--- src/rtl/fft2d_transposer.sv ---
// -----------------------------------------------------------------------------
// fft2d_transposer
//
// Moves an N x N matrix (N = 2**LOG_N) from the row-FFT result bank to the
// column-FFT input bank. The source is read row-major. Element {r, c} is
// written to destination address {c', r}. c' is c, or c bit-reversed when
// do_bitreversing was high at start.
//
// Ports
//   extc_base_clock   system clock, rising edge
//   extc_asyn_reset   asynchronous active-high reset
//   transposer_reset  synchronous active-high soft reset; wins in every state
//   do_transpose      level start request, honoured only in IDLE
//   do_bitreversing   bit-reverse destination column index, sampled at start
//   done_transpose    sticky completion flag, cleared by either reset
//   busy              high in RUN and DRAIN
//   rd_en / rd_addr   source RAM read port, rd_addr = {row, col}
//   rd_data           source RAM data, valid RD_LAT cycles after rd_en
//   wr_en / wr_addr / wr_data  destination RAM write port
//   fsm_state         debug view of the controller state
//
// Handshake: no back-pressure. Every cycle rd_en is high, one read is
// issued. Exactly RD_LAT cycles later, wr_en is high for one cycle and
// carries that read's data.
// -----------------------------------------------------------------------------
module fft2d_transposer #(
  parameter int LOG_N  = 5,
  parameter int DATA_W = 32,
  parameter int RD_LAT = 1
) (
  input  logic                 extc_base_clock,
  input  logic                 extc_asyn_reset,
  input  logic                 transposer_reset,
  input  logic                 do_transpose,
  input  logic                 do_bitreversing,
  output logic                 done_transpose,
  output logic                 busy,
  output logic                 rd_en,
  output logic [2*LOG_N-1:0]   rd_addr,
  input  logic [DATA_W-1:0]    rd_data,
  output logic                 wr_en,
  output logic [2*LOG_N-1:0]   wr_addr,
  output logic [DATA_W-1:0]    wr_data,
  output logic [1:0]           fsm_state
);

  localparam int AW = 2 * LOG_N;
  localparam logic [AW-1:0] K_LAST = '1;

  typedef enum logic [1:0] {
    IDLE  = 2'd0,
    RUN   = 2'd1,
    DRAIN = 2'd2,
    DONE  = 2'd3
  } state_t;

  state_t                     state, state_nx;
  logic [AW-1:0]              k;
  logic                       br_q;
  logic [LOG_N-1:0]           col, col_rev, col_sel;
  logic [LOG_N-1:0]           row;
  logic [RD_LAT-1:0]          vld_sr;
  logic [RD_LAT-1:0][AW-1:0]  addr_sr;

  // State register
  always_ff @(posedge extc_base_clock or posedge extc_asyn_reset) begin
    if (extc_asyn_reset) state <= IDLE;
    else                 state <= state_nx;
  end

  // Next state and state-decoded outputs
  always_comb begin
    state_nx       = state;
    rd_en          = 1'b0;
    busy           = 1'b0;
    done_transpose = 1'b0;
    if (transposer_reset) begin
      state_nx = IDLE;
    end else begin
      case (state)
        IDLE:    if (do_transpose) state_nx = RUN;
        RUN:     if (k == K_LAST)  state_nx = DRAIN;
        // Leave only once the last delayed write has left the pipeline.
        DRAIN:   if (vld_sr == '0) state_nx = DONE;
        default: state_nx = state;
      endcase
    end
    case (state)
      RUN:     begin rd_en = 1'b1; busy = 1'b1; end
      DRAIN:   busy = 1'b1;
      DONE:    done_transpose = 1'b1;
      default: ;
    endcase
  end

  // Read counter and latched bit-reverse mode
  always_ff @(posedge extc_base_clock or posedge extc_asyn_reset) begin
    if (extc_asyn_reset) begin
      k    <= '0;
      br_q <= 1'b0;
    end else if (transposer_reset) begin
      k    <= '0;
      br_q <= 1'b0;
    end else if (state == IDLE && do_transpose) begin
      k    <= '0;
      br_q <= do_bitreversing;
    end else if (state == RUN) begin
      // Wraps to 0 exactly on the last read.
      k <= k + 1'b1;
    end
  end

  // Destination address for the read being issued now
  always_comb begin
    row = k[AW-1:LOG_N];
    col = k[LOG_N-1:0];
    col_rev = '0;
    for (int i = 0; i < LOG_N; i++) col_rev[i] = col[LOG_N-1-i];
    col_sel = br_q ? col_rev : col;
  end

  // Delay line keeping write address/valid aligned with rd_data
  always_ff @(posedge extc_base_clock or posedge extc_asyn_reset) begin
    if (extc_asyn_reset) begin
      vld_sr  <= '0;
      addr_sr <= '0;
    end else if (transposer_reset) begin
      vld_sr  <= '0;
      addr_sr <= '0;
    end else begin
      vld_sr[0]  <= rd_en;
      addr_sr[0] <= {col_sel, row};
      for (int i = 1; i < RD_LAT; i++) begin
        vld_sr[i]  <= vld_sr[i-1];
        addr_sr[i] <= addr_sr[i-1];
      end
    end
  end

  assign rd_addr   = k;
  assign wr_en     = vld_sr[RD_LAT-1];
  assign wr_addr   = addr_sr[RD_LAT-1];
  // Gated so the port reads 0 whenever no write is presented.
  assign wr_data   = wr_en ? rd_data : '0;
  assign fsm_state = state;

endmodule

--- config.mk ---
export PLATFORM = sky130hd
export DESIGN_NAME = fft2d_transposer
export DESIGN_NICKNAME = d
export VERILOG_FILES = /design/src/rtl/fft2d_transposer.sv
export SDC_FILE = /design/constraint.sdc
export NUM_CORES = 1
export LEC_CHECK = 0
export ABC_AREA = 0
export BUFFER_PORTS_ARGS = -buffer_cell sky130_fd_sc_hd__buf_2
export CAP_MARGIN = 20
export CORE_MARGIN = 2
export CORE_UTILIZATION = 30
export DETAILED_ROUTE_END_ITERATION = 10
export PLACE_DENSITY = 0.65
export SYNTH_ARGS = -nofsm -noshare
export SYNTH_HDL_FRONTEND = slang
export SYNTH_SLANG_ARGS = --single-unit
--- constraint.sdc ---
create_clock -name extc_base_clock -period 4 [get_ports extc_base_clock]
set_clock_uncertainty 0.1 [all_clocks]
set_input_delay 0.6 -clock extc_base_clock [delete_from_list [all_inputs] [get_ports extc_base_clock]]
set_output_delay 0.6 -clock extc_base_clock [all_outputs]
set_load 0.1 [all_outputs]
=== Word-level counts from Yosys, hierarchy flattened ===
Index checks and enable logic that the tools add are counted.

* Equality and inequality tests: 7
* Bitwise gates (word level): 0
* Add/sub/neg operators: 1
* Shift-type cells: 0
* Divide/modulo/power cells: 0
* Magnitude comparators: 0
* Mux-type cells: 17
* Reduce and logical (&&, ||, !) cells: 7
* Multipliers: 0

{| class="wikitable"
|+ Operators with widths
! cell !! count
|-
| 10-bit 2-to-1 mux || 4
|-
| 32-bit 2-to-1 mux || 1
|-
| 10-bit by 1-bit adder with 10-bit output (second input constant) || 1
|-
| 10-bit equality test (second input constant) || 1
|-
| 3-bit inequality test (second input constant) || 3
|-
| 2-bit 2-to-1 mux || 4
|-
| 1-bit 2-to-1 mux || 6
|-
| 2-bit one-hot mux with 3 select lines || 1
|-
| 5-bit 2-to-1 mux || 1
|-
| 2-bit equality test (second input constant) || 2
|-
| 4-bit AND reduction || 1
|-
| 4-bit nonzero test || 1
|-
| 3-bit nonzero test || 1
|-
| 2-bit by 1-bit equality test with 1-bit output (second input constant) || 1
|-
| 2-bit logical NOT || 1
|-
| 2-bit nonzero test || 1
|-
| 2-bit OR reduction || 1
|-
| 1-bit logical AND || 1
|}

* Input port bits: 37
* Register bits: 24
* Bits in read-only memories: 0
* Memories kept: 0
* Memory bits (writable): 0
* Output and inout port bits: 58
* Latch bits: 0

=== Logic depth before layout (Yosys ltp) ===
Gate-level depths: netlist of the first run.

* Word-level depth: 4
* Depth in mapped cells: 6
* Mapped depth without buffers: 5

=== Least setup slack after synthesis of the first run ===
Ideal clock, no wire load.

* Kind: register -> register
* Start point: register state[0], in the netlist fsm_state[0]
* End point: register k[8], in the netlist rd_addr[8]
* Setup slack: 951 ps
* Cell stages (with the launch flop): 6
* Arrival time: 2871 ps
* Path buffers: 1
* Clock period less this slack: 3049 ps
* Required time: 3822 ps
* Cell sequence: dfrtp_1 ha_1 buf_4 nand4_1 or3_1 a21oi_1

* Word-level cells in the longest chain between the ends: 4

{| class="wikitable"
|+ RTL lines
! element !! RTL line !! RTL
|-
| from (decl) || 57 || <nowiki>state_t state, state_nx;</nowiki>
|-
| from (signal assigned) || 68 || <nowiki>else state <= state_nx;</nowiki>
|-
| 2-bit logical NOT || 104 || <nowiki>end else if (state == IDLE && do_transpose) begin</nowiki>
|-
| 1-bit logical AND || 104 ||
|-
| 10-bit 2-to-1 mux || 104 ||
|-
| 10-bit 2-to-1 mux || 101 || <nowiki>end else if (transposer_reset) begin</nowiki>
|-
| to (signal assigned) || 109 || <nowiki>k <= k + 1'b1;</nowiki>
|-
| to (decl) || 58 || <nowiki>logic [AW-1:0] k;</nowiki>
|}

Several ways; a longest one is shown, not always the timed one.
A chain may end at the register's enable or synchronous reset.

=== Final worst setup path of the first run ===
* Start point: register vld_sr, in the netlist wr_en
* End point: output wr_data[11]

* Word-level cells in the longest chain between the ends: 1

{| class="wikitable"
|+ RTL lines
! element !! RTL line !! RTL
|-
| from (decl) || 62 || <nowiki>logic [RD_LAT-1:0] vld_sr;</nowiki>
|-
| from (signal, indexed assignment) || 134 || <nowiki>vld_sr[i] <= vld_sr[i-1];</nowiki>
|-
| 32-bit 2-to-1 mux || 144 || <nowiki>assign wr_data = wr_en ? rd_data : '0;</nowiki>
|-
| to (decl) || 43 || <nowiki>output logic [DATA_W-1:0] wr_data,</nowiki>
|}

No other way between the ends.

==> flow_metrics.py, run 1 <==
metrics = {
    "status": {
        "outcome": "finished, final reports clean",
    },
    "grt": {
        "grt_pass1_wl_mm": 5.44,
        "grtUsageTotal": 0.137,
        "overflow": 0,
        "grt_max_degree": 35,
        "antenna_found_initial": 0,
        "grt_pass1_vias": 1138,
    },
    "sta": {
        "hold_violations": 0,
        "max_freq_mhz": 415,
        "fin_tns_setup_ns": 0,
        "finalSetupViolCount": 0,
        "relSlewSlack": 0.425,
        "rsz0062_at_grt": "no",
        "drv_slew": 0,
        "tightest_slew_ns": 0.862,
        "worst_slack_ns": 1.59,
        "hold_slack_ns": 0.408,
        "timing.final.crit_share": 0.603,
        "fin_crit_ns": 2.41,
    },
    "logic_synthesis": {
        "synth-seq-area-share": 0.436,
        "synth_area_mm2": 0.00138,
        "avgSynthCellArea_um2": 9.51,
        "ys_warn_count": 0,
        "synth_edf_count": 0,
        "ys_async_sr_fraction": 1.00,
        "synth_ff_type": "dfrtp_1",
        "yosysUniqueCellTypes": 33,
        "synthCells": 145,
        "syn_nets": 187,
        "synth-seq-cells": 24,
    },
    "layout": {
        "fin_nets": 278,
        "utilization": 0.441,
        "drive_gt1_frac": 0.426,
        "area.growth.synth_to_final_pct": 40.3,
        "mostFrequentLayoutCell": "buf_2",
        "finish.instance_area_mm2": 0.00193,
        "n_antenna_cell": 0,
        "most-common-layout-cells": "94 x buf_2, 32 x and2_1, 24 x dfrtp_1",
    },
    "floorplanning": {
        "rows": 24,
        "die_width_um": 71.8,
        "start_util": 0.314,
        "die_h_um": 71.8,
        "coreArea_mm2": 0.00438,
        "io_pins": 95,
        "die_area_mm2": 0.00515,
    },
    "critical_path": {
        "cp-start-kind": "flop",
        "path_class": "reg2out",
        "max_stage_delay_ns": 0.76,
        "rrSetupSlack_ns": 2.11,
        "path_cells": "and2_1 > buf_2",
        "crit_slowest_cell": "dfrtp_1",
        "crit_arrival_ns": 1.71,
        "reg2reg_depth": 5,
        "critPathMaxFanout": 34,
        "end_kind": "output pin",
        "cp_data_required_time_ns": 3.30,
    },
    "worst_hold_path": {
        "hold_path.class": "in2async",
    },
    "drt": {
        "post_drt_wl_per_cell_um": 12.8,
        "drt-initial-drc-count": 47,
        "vias": 1320,
        "drc": 0,
        "ant_nets": 0,
        "dr.pass1.iters": 4,
        "routed_via_density": 4.60,
        "routed_wl_mm": 3.68,
    },
    "clock_network": {
        "post_cts_buffers": 0,
        "cts_resized": 0,
        "ctsHoldBuffers": 0,
        "clock_latency_ns": 0.26,
        "clk_pin_slew_ns": 0.08,
        "cts-buffers-inserted": 3,
        "htree_levels": 1,
        "clockRootBuffer": "clkbuf_8",
        "clock_path_buffers": 2,
        "cts_tree": "built",
        "numClockSinks": 24,
    },
    "placement": {
        "place_area_mm2": 0.00188,
        "dpl.hpwl_mm": 3.00,
        "dp_slack_ns": 1.82,
        "place.gp.congestion": 0.830,
        "numPortBuffers": 94,
    },
    "pwr": {
        "power.density_mw_per_mm2": 716,
        "ir_worst_vdd_mv": 0.336,
        "p_leak_nw": 1.10,
    },
    "job": {
        "drv_cap": 0,
    },
}
==> cell families (layout without fill, tap and decap cells) <==
logic type	after synthesis	count (layout)	share of synthesized area
AO/OA/AOI/OAI	15	15	0.0771
XOR/XNOR	4	4	0.0254
adder cells (fa/ha/maj)	5	5	0.0454
buffers and inverters	14	104	0.0417
flip-flops	24	24	0.436
multiplexers	8	8	0.0617
AND/OR/NAND/NOR	75	75	0.313
==> cell usage after synthesis (2+ instances only) <==
cell type	count	share of area
mux2i_1	7	0.051
and4_1	2	0.013
a21oi_1	5	0.018
o21ai_0	2	0.0073
nand4_1	4	0.018
nand2b_1	3	0.014
and4b_1	2	0.015
ha_1	5	0.045
clkbuf_1	6	0.016
nor2b_1	4	0.018
nand3_1	2	0.0073
nor2_1	12	0.033
inv_1	6	0.016
dfrtp_1	24	0.44
nand2_1	8	0.022
xor2_1	3	0.019
or3_1	2	0.0091
nor4_1	2	0.0091
and2_1	32	0.15
==> worst max-delay path, delay by kind of cell, from the launching register on <==
kind	cells	cell delay (ns)
flip-flops	1	0.76
buffers and inverters	1	0.44
AND/OR/NAND/NOR	1	0.26
==> path summary, 6_finish.rpt <==
path / start / to
max in group asynchronous: extc_asyn_reset / fsm_state[1]$_DFFE_PP0P_
max reg2reg: fsm_state[0]$_DFFE_PP0P_ / fsm_state[0]$_DFFE_PP0P_
max: wr_en$_DFF_PP0_ / wr_data[11]
min reg2reg: rd_addr[9]$_DFFE_PP0P_ / rd_addr[9]$_DFFE_PP0P_
min: extc_asyn_reset / wr_addr[8]$_DFF_PP0_
min in group extc_base_clock: rd_addr[9]$_DFFE_PP0P_ / rd_addr[9]$_DFFE_PP0P_
==> metal layers <==
layer	part of all wire	routed length (µm)	global-route usage	up-vias
li1	-	-	-	667
met1	0.38	1390	0.148	593
met2	0.54	1980	0.267	58
met3	0.076	278	0.0281	2
met4	0.0063	23	0.0377	0
met5	0	0	0	-
==> registers in the layout, summed over array words and instances (netlist names) <==
register and count:
rd_addr 10, br_q 1, wr_en 1, fsm_state 2, wr_addr 10
==> through the flow <==
step	instances	power, mW
3_3_place_gp	283	1.23
2_1_floorplan	145	1.11
3_5_place_dp	283	1.24
6_report	287	1.38
5_1_grt	287	1.45
4_1_cts	287	1.40
==> cell type report <==
| type | count | area [µm²] |
|---|---|---|
| Inverter | 6 | 22.5 |
| Tap cell | 52 | 65.1 |
| Fill cell | 435 | 2450 |
| Multi-Input combinational cell | 107 | 721 |
| Clock buffer | 4 | 55.1 |
| Sequential cell | 24 | 601 |
| Timing Repair Buffer | 94 | 470 |
==> power by group <==
group | leakage (nW) | internal [mW] | switching (mW)
registers | 0.331 | 0.264 | 0.0435
logic | 0.736 | 0.160 | 0.759
clock network | 0.0288 | 0.0876 | 0.0711
(Power assumes the default switching activity.)
==> run 2: changes to the inputs <==
clock period = 2.3 ns   (was 4 ns; I/O delays follow)
==> run 2 against run 1 <==
Die area is the same. Critical path depth up 1. Clock power is 140% higher. Power up 86%. Final area is 5.0% higher. Core utilization rose by 2.2 points. Hold slack worse by 0.39 ns. Via count rose by 2.7%. Routed wire length grew 4.4%. Clock-buffer cell count down 1. Sequential power increased by 71%. Highest routed layer unchanged.
==> flow_metrics.py, run 2 (synthesis results as in run 1) <==
metrics = {
    "layout": {
        "stdcell_count": 289,
        "drive_gt1_frac": 0.574,
        "mostFrequentLayoutCell": "buf_2",
        "area.growth.synth_to_final_pct": 47.3,
        "finish.instance_area_mm2": 0.00203,
        "fin_nets": 280,
        "most-common-layout-cells": "94 x buf_2, 30 x and2_2, 22 x dfrtp_1",
        "fillers": 439,
        "n_antenna_cell": 0,
        "utilization": 0.463,
    },
    "sta": {
        "fin_tns_setup_ns": 0,
        "max_freq_mhz": 500,
        "finalSetupViolCount": 0,
        "hold_violations": 0,
        "fin_crit_ns": 2.00,
        "tightest_slew_ns": 0.583,
        "rsz0062_at_grt": "no",
        "timing.final.crit_share": 0.869,
        "drv_slew": 0,
        "relSlewSlack": 0.611,
    },
    "drt": {
        "routed_wl_mm": 3.84,
        "drc": 0,
        "ant_nets": 0,
        "dr.pass1.iters": 4,
        "vias": 1355,
        "routed_via_density": 4.69,
        "post_drt_wl_per_cell_um": 13.3,
        "drt-initial-drc-count": 26,
    },
    "critical_path": {
        "crit_slowest_cell": "dfrtp_1",
        "rrSetupSlack_ns": 0.52,
        "rr_endpoint": "fsm_state[0]$_DFFE_PP0P_",
        "cp-start-kind": "flop",
        "critPathMaxFanout": 26,
        "r2r_start": "fsm_state[0]$_DFFE_PP0P_",
        "max_stage_delay_ns": 0.45,
        "cp_data_required_time_ns": 1.86,
        "end_kind": "output pin",
        "path_cells": "buf_4 > and2_2 > buf_2",
        "crit_arrival_ns": 1.55,
        "path_class": "reg2out",
        "reg2reg_depth": 5,
    },
    "grt": {
        "overflow": 0,
        "grt_pass1_wl_mm": 5.87,
        "antenna_found_initial": 0,
        "grt_pass1_vias": 1240,
        "grt_max_degree": 27,
        "grtUsageTotal": 0.148,
    },
    "floorplanning": {
        "die_h_um": 71.8,
        "io_pins": 95,
        "die_area_mm2": 0.00515,
        "die_width_um": 71.8,
        "rows": 24,
        "start_util": 0.314,
        "coreArea_mm2": 0.00438,
    },
    "clock_network": {
        "numClockSinks": 24,
        "clock_path_buffers": 2,
        "htree_levels": 1,
        "post_cts_buffers": 0,
        "clock_latency_ns": 0.27,
        "clockRootBuffer": "clkbuf_8",
        "clk_pin_slew_ns": 0.09,
        "cts-buffers-inserted": 3,
        "cts_tree": "built",
        "cts_resized": 0,
        "ctsHoldBuffers": 0,
    },
    "status": {
        "outcome": "finished, final reports clean",
    },
    "pwr": {
        "ir_worst_vdd_mv": 0.515,
        "power.density_mw_per_mm2": 1270,
        "p_leak_nw": 1.13,
    },
    "job": {
        "drv_cap": 0,
    },
    "placement": {
        "dpl.hpwl_mm": 3.13,
        "place_area_mm2": 0.00196,
        "numPortBuffers": 94,
        "place.gp.congestion": 0.773,
        "dpl.cell_count": 285,
    },
    "worst_hold_path": {
        "hold_path.class": "in2async",
    },
}
==> run 2: cell count changes in the layout (fill, tap and decap cells not counted), sizes merged <==
cell and delta:
bufinv +1, clkbuf -1, buf +2
==> run 2: area by class of cell <==
class	instances	area, µm²	share of cell area
clock buffers	3	41.3	0.0203
clock inverters	1	30.0	0.0148
inverters	6	22.5	0.0111
multi-input cells	107	783	0.386
flip-flops and latches	24	603	0.297
well taps	52	65.1	0.0320
repair buffers	96	485	0.239
==> run 2: stage by stage <==
stage                     worst slack, ns  total power, mW  hold WS, ns
after floorplan                    0.0224             2.02        0.259
after global placement              0.558             2.22        0.335
after detailed placement            0.532             2.23        0.341
after CTS                           0.266             2.61       0.0384
after global routing                0.173             2.68       0.0535
final                               0.301             2.58       0.0171
==> run 2: critical path: cells and delay by family (launching register included) <==
kind                   cells  cell delay [ns]
and+or+nand+nor            1             0.16
DFF                        1             0.45
buffers and inverters      2             0.66
==> run 2: how the worst max path moves through the flow <==
stage | start | to | slack [ns] | cells past startpoint
after floorplan | wr_en$_DFF_PP0_ | wr_data[0] | 0.02 | 1
after global placement | fsm_state[0]$_DFFE_PP0P_ | fsm_state[0]$_DFFE_PP0P_ | 0.56 | 5
after detailed placement | fsm_state[0]$_DFFE_PP0P_ | fsm_state[0]$_DFFE_PP0P_ | 0.53 | 5
after CTS | wr_en$_DFF_PP0_ | wr_data[8] | 0.27 | 3
after global routing | wr_en$_DFF_PP0_ | wr_data[8] | 0.17 | 3
final | wr_en$_DFF_PP0_ | wr_data[8] | 0.30 | 3
==> run 2: metal layers <==
metal  track usage  vias to the layer above  wire, µm
li1              -                      669         -
met1         0.161                      616      1490
met2         0.274                       63      1930
met3        0.0309                        7       327
met4        0.0650                        0        91
met5             0                        -         0
==> run 2: power by group <==
| group | switching, mW | internal [mW] | total [mW] |
|---|---|---|---|
| Sequential | 0.0615 | 0.462 | 0.524 |
| Combinational | 1.35 | 0.334 | 1.68 |
| Clock | 0.142 | 0.233 | 0.375 |
==> run 3: changes to the inputs <==
clock period = 2.05 ns   (was 2.3 ns; I/O delays follow)
==> run 3 against run 2 <==
Highest routed layer unchanged. Combinational power up 11%. Via count down 0.30%. Clock-buffer cell count unchanged. Sequential share of layout area up 0.21 points. Hold slack better by 0.20 ns. Power up 13%. Routed wire length up 1.8%. Critical endpoint is now rd_en. Die area unchanged. Core utilization up 0.34 points. Largest power group unchanged.
==> flow_metrics.py, run 3 (synthesis results as in run 1) <==
metrics = {
    "drt": {
        "drt-initial-drc-count": 27,
        "routed_via_density": 4.67,
        "ant_nets": 0,
        "vias": 1351,
        "routed_wl_mm": 3.91,
        "post_drt_wl_per_cell_um": 13.5,
        "dr.pass1.iters": 4,
        "drc": 0,
    },
    "critical_path": {
        "critPathMaxFanout": 9,
        "cp.buffers_inverters": 2,
        "crit_slowest_cell": "dfrtp_4",
        "cp-start-kind": "flop",
        "end_kind": "output pin",
        "crit_arrival_ns": 1.52,
        "max_stage_delay_ns": 0.52,
        "path_cells": "inv_4 > ha_4 > buf_2",
        "path_class": "reg2out",
        "cp_data_required_time_ns": 1.64,
        "cp_top_family": "buffers and inverters",
        "rrSetupSlack_ns": 0.29,
    },
    "grt": {
        "grt_pass1_wl_mm": 6.07,
        "overflow": 0,
        "grtUsageTotal": 0.153,
        "antenna_found_initial": 0,
        "grt_pass1_vias": 1212,
        "grt_max_degree": 35,
    },
    "floorplanning": {
        "rows": 24,
        "die_h_um": 71.8,
        "start_util": 0.314,
        "die_area_mm2": 0.00515,
        "io_pins": 95,
        "die_width_um": 71.8,
        "coreArea_mm2": 0.00438,
    },
    "pwr": {
        "ir_worst_vdd_mv": 0.477,
        "comb_power_share": 0.644,
        "power.density_mw_per_mm2": 1420,
        "p_total_mw": 2.91,
        "p_clk_frac": 0.141,
        "power_switching_mw": 1.74,
        "sw_frac_of_total": 0.600,
        "power_frac_seq": 0.215,
        "p_leak_nw": 1.13,
        "p_int_mw": 1.16,
    },
    "clock_network": {
        "cts_tree": "built",
        "clockRootBuffer": "clkbuf_8",
        "cts_resized": 0,
        "post_cts_buffers": 0,
        "ctsHoldBuffers": 1,
        "clk_pin_slew_ns": 0.08,
        "htree_levels": 1,
        "clock_latency_ns": 0.26,
        "numClockSinks": 24,
        "cts-buffers-inserted": 3,
        "clock_path_buffers": 2,
    },
    "sta": {
        "relSlewSlack": 0.659,
        "hold_violations": 0,
        "timing.final.crit_share": 0.941,
        "finalSetupViolCount": 0,
        "max_freq_mhz": 518,
        "rsz0062_at_grt": "no",
        "fin_tns_setup_ns": 0,
        "tightest_slew_ns": 0.516,
        "worst_slack_ns": 0.121,
        "fin_crit_ns": 1.93,
        "drv_slew": 0,
    },
    "layout": {
        "most-common-layout-cells": "94 x buf_2, 31 x and2_2, 19 x dfrtp_1",
        "fillers": 426,
        "n_antenna_cell": 0,
        "drive_gt1_frac": 0.595,
        "utilization": 0.467,
        "mostFrequentLayoutCell": "buf_2",
        "area.growth.synth_to_final_pct": 48.4,
        "fin_nets": 280,
    },
    "placement": {
        "numPortBuffers": 94,
        "place.gp.congestion": 0.739,
        "dpl.hpwl_mm": 3.15,
        "dp_slack_ns": 0.302,
    },
    "worst_hold_path": {
        "hold_path.class": "in2reg",
    },
    "job": {
        "drv_cap": 0,
    },
    "status": {
        "outcome": "finished, final reports clean",
    },
}
run 3: final timing paths:
kind | from | endpoint | cells past startpoint
min | do_bitreversing | br_q$_DFFE_PP0P_ | 3
max reg2reg | fsm_state[0]$_DFFE_PP0P_ | fsm_state[0]$_DFFE_PP0P_ | 5
max in group asynchronous | extc_asyn_reset | fsm_state[0]$_DFFE_PP0P_ | 4
min reg2reg | rd_addr[9]$_DFFE_PP0P_ | rd_addr[9]$_DFFE_PP0P_ | 2
min in group asynchronous | extc_asyn_reset | wr_addr[6]$_DFF_PP0_ | 4
max | fsm_state[1]$_DFFE_PP0P_ | rd_en | 3
run 3: metal layers:
| layer | part of all wire | track usage | vias up |
|---|---|---|---|
| met3 | 0.10 | 0.0464 | 2 |
| li1 | - | - | 670 |
| met2 | 0.52 | 0.290 | 66 |
| met5 | 0 | 0 | - |
| met4 | 0.0038 | 0.0252 | 0 |
| met1 | 0.37 | 0.169 | 613 |
run 3: worst register-to-register path: stages, from the launching register on:
cell,delay (ns)
dfrtp_4,0.52
inv_2,0.10
ha_4,0.17
mux2_4,0.30
and4b_1,0.20
a211o_1,0.25
run 3: final cells by class:
type	instances	area [µm²]	share of cell area
clock inverter	1	30.0	0.0147
timing repair buffer	96	488	0.239
multi-input combinational	107	785	0.383
inverter	6	25.0	0.0122
clock buffer	3	41.3	0.0202
tap	52	65.1	0.0318
sequential	24	612	0.299
run 3: power by group through the flow:
stage               clock network [mW]  registers, mW  logic, mW
floorplan                            0          0.884       1.42
global placement                     0          0.632       1.87
detailed placement                   0          0.634       1.88
CTS                              0.423          0.624       1.88
global route                     0.447          0.642       1.94
finish                           0.410          0.624       1.87
run 3: stage by stage:
stage | hold slack [ns] | std cells | instance area [µm²]
3_5_place_dp | 0.272 | 284 | 1960
4_1_cts | 0.207 | 289 | 2050
2_1_floorplan | 0.222 | 145 | 1460
5_1_grt | 0.228 | 289 | 2050
6_report | 0.218 | 289 | 2050
3_3_place_gp | 0.268 | 284 | 1960
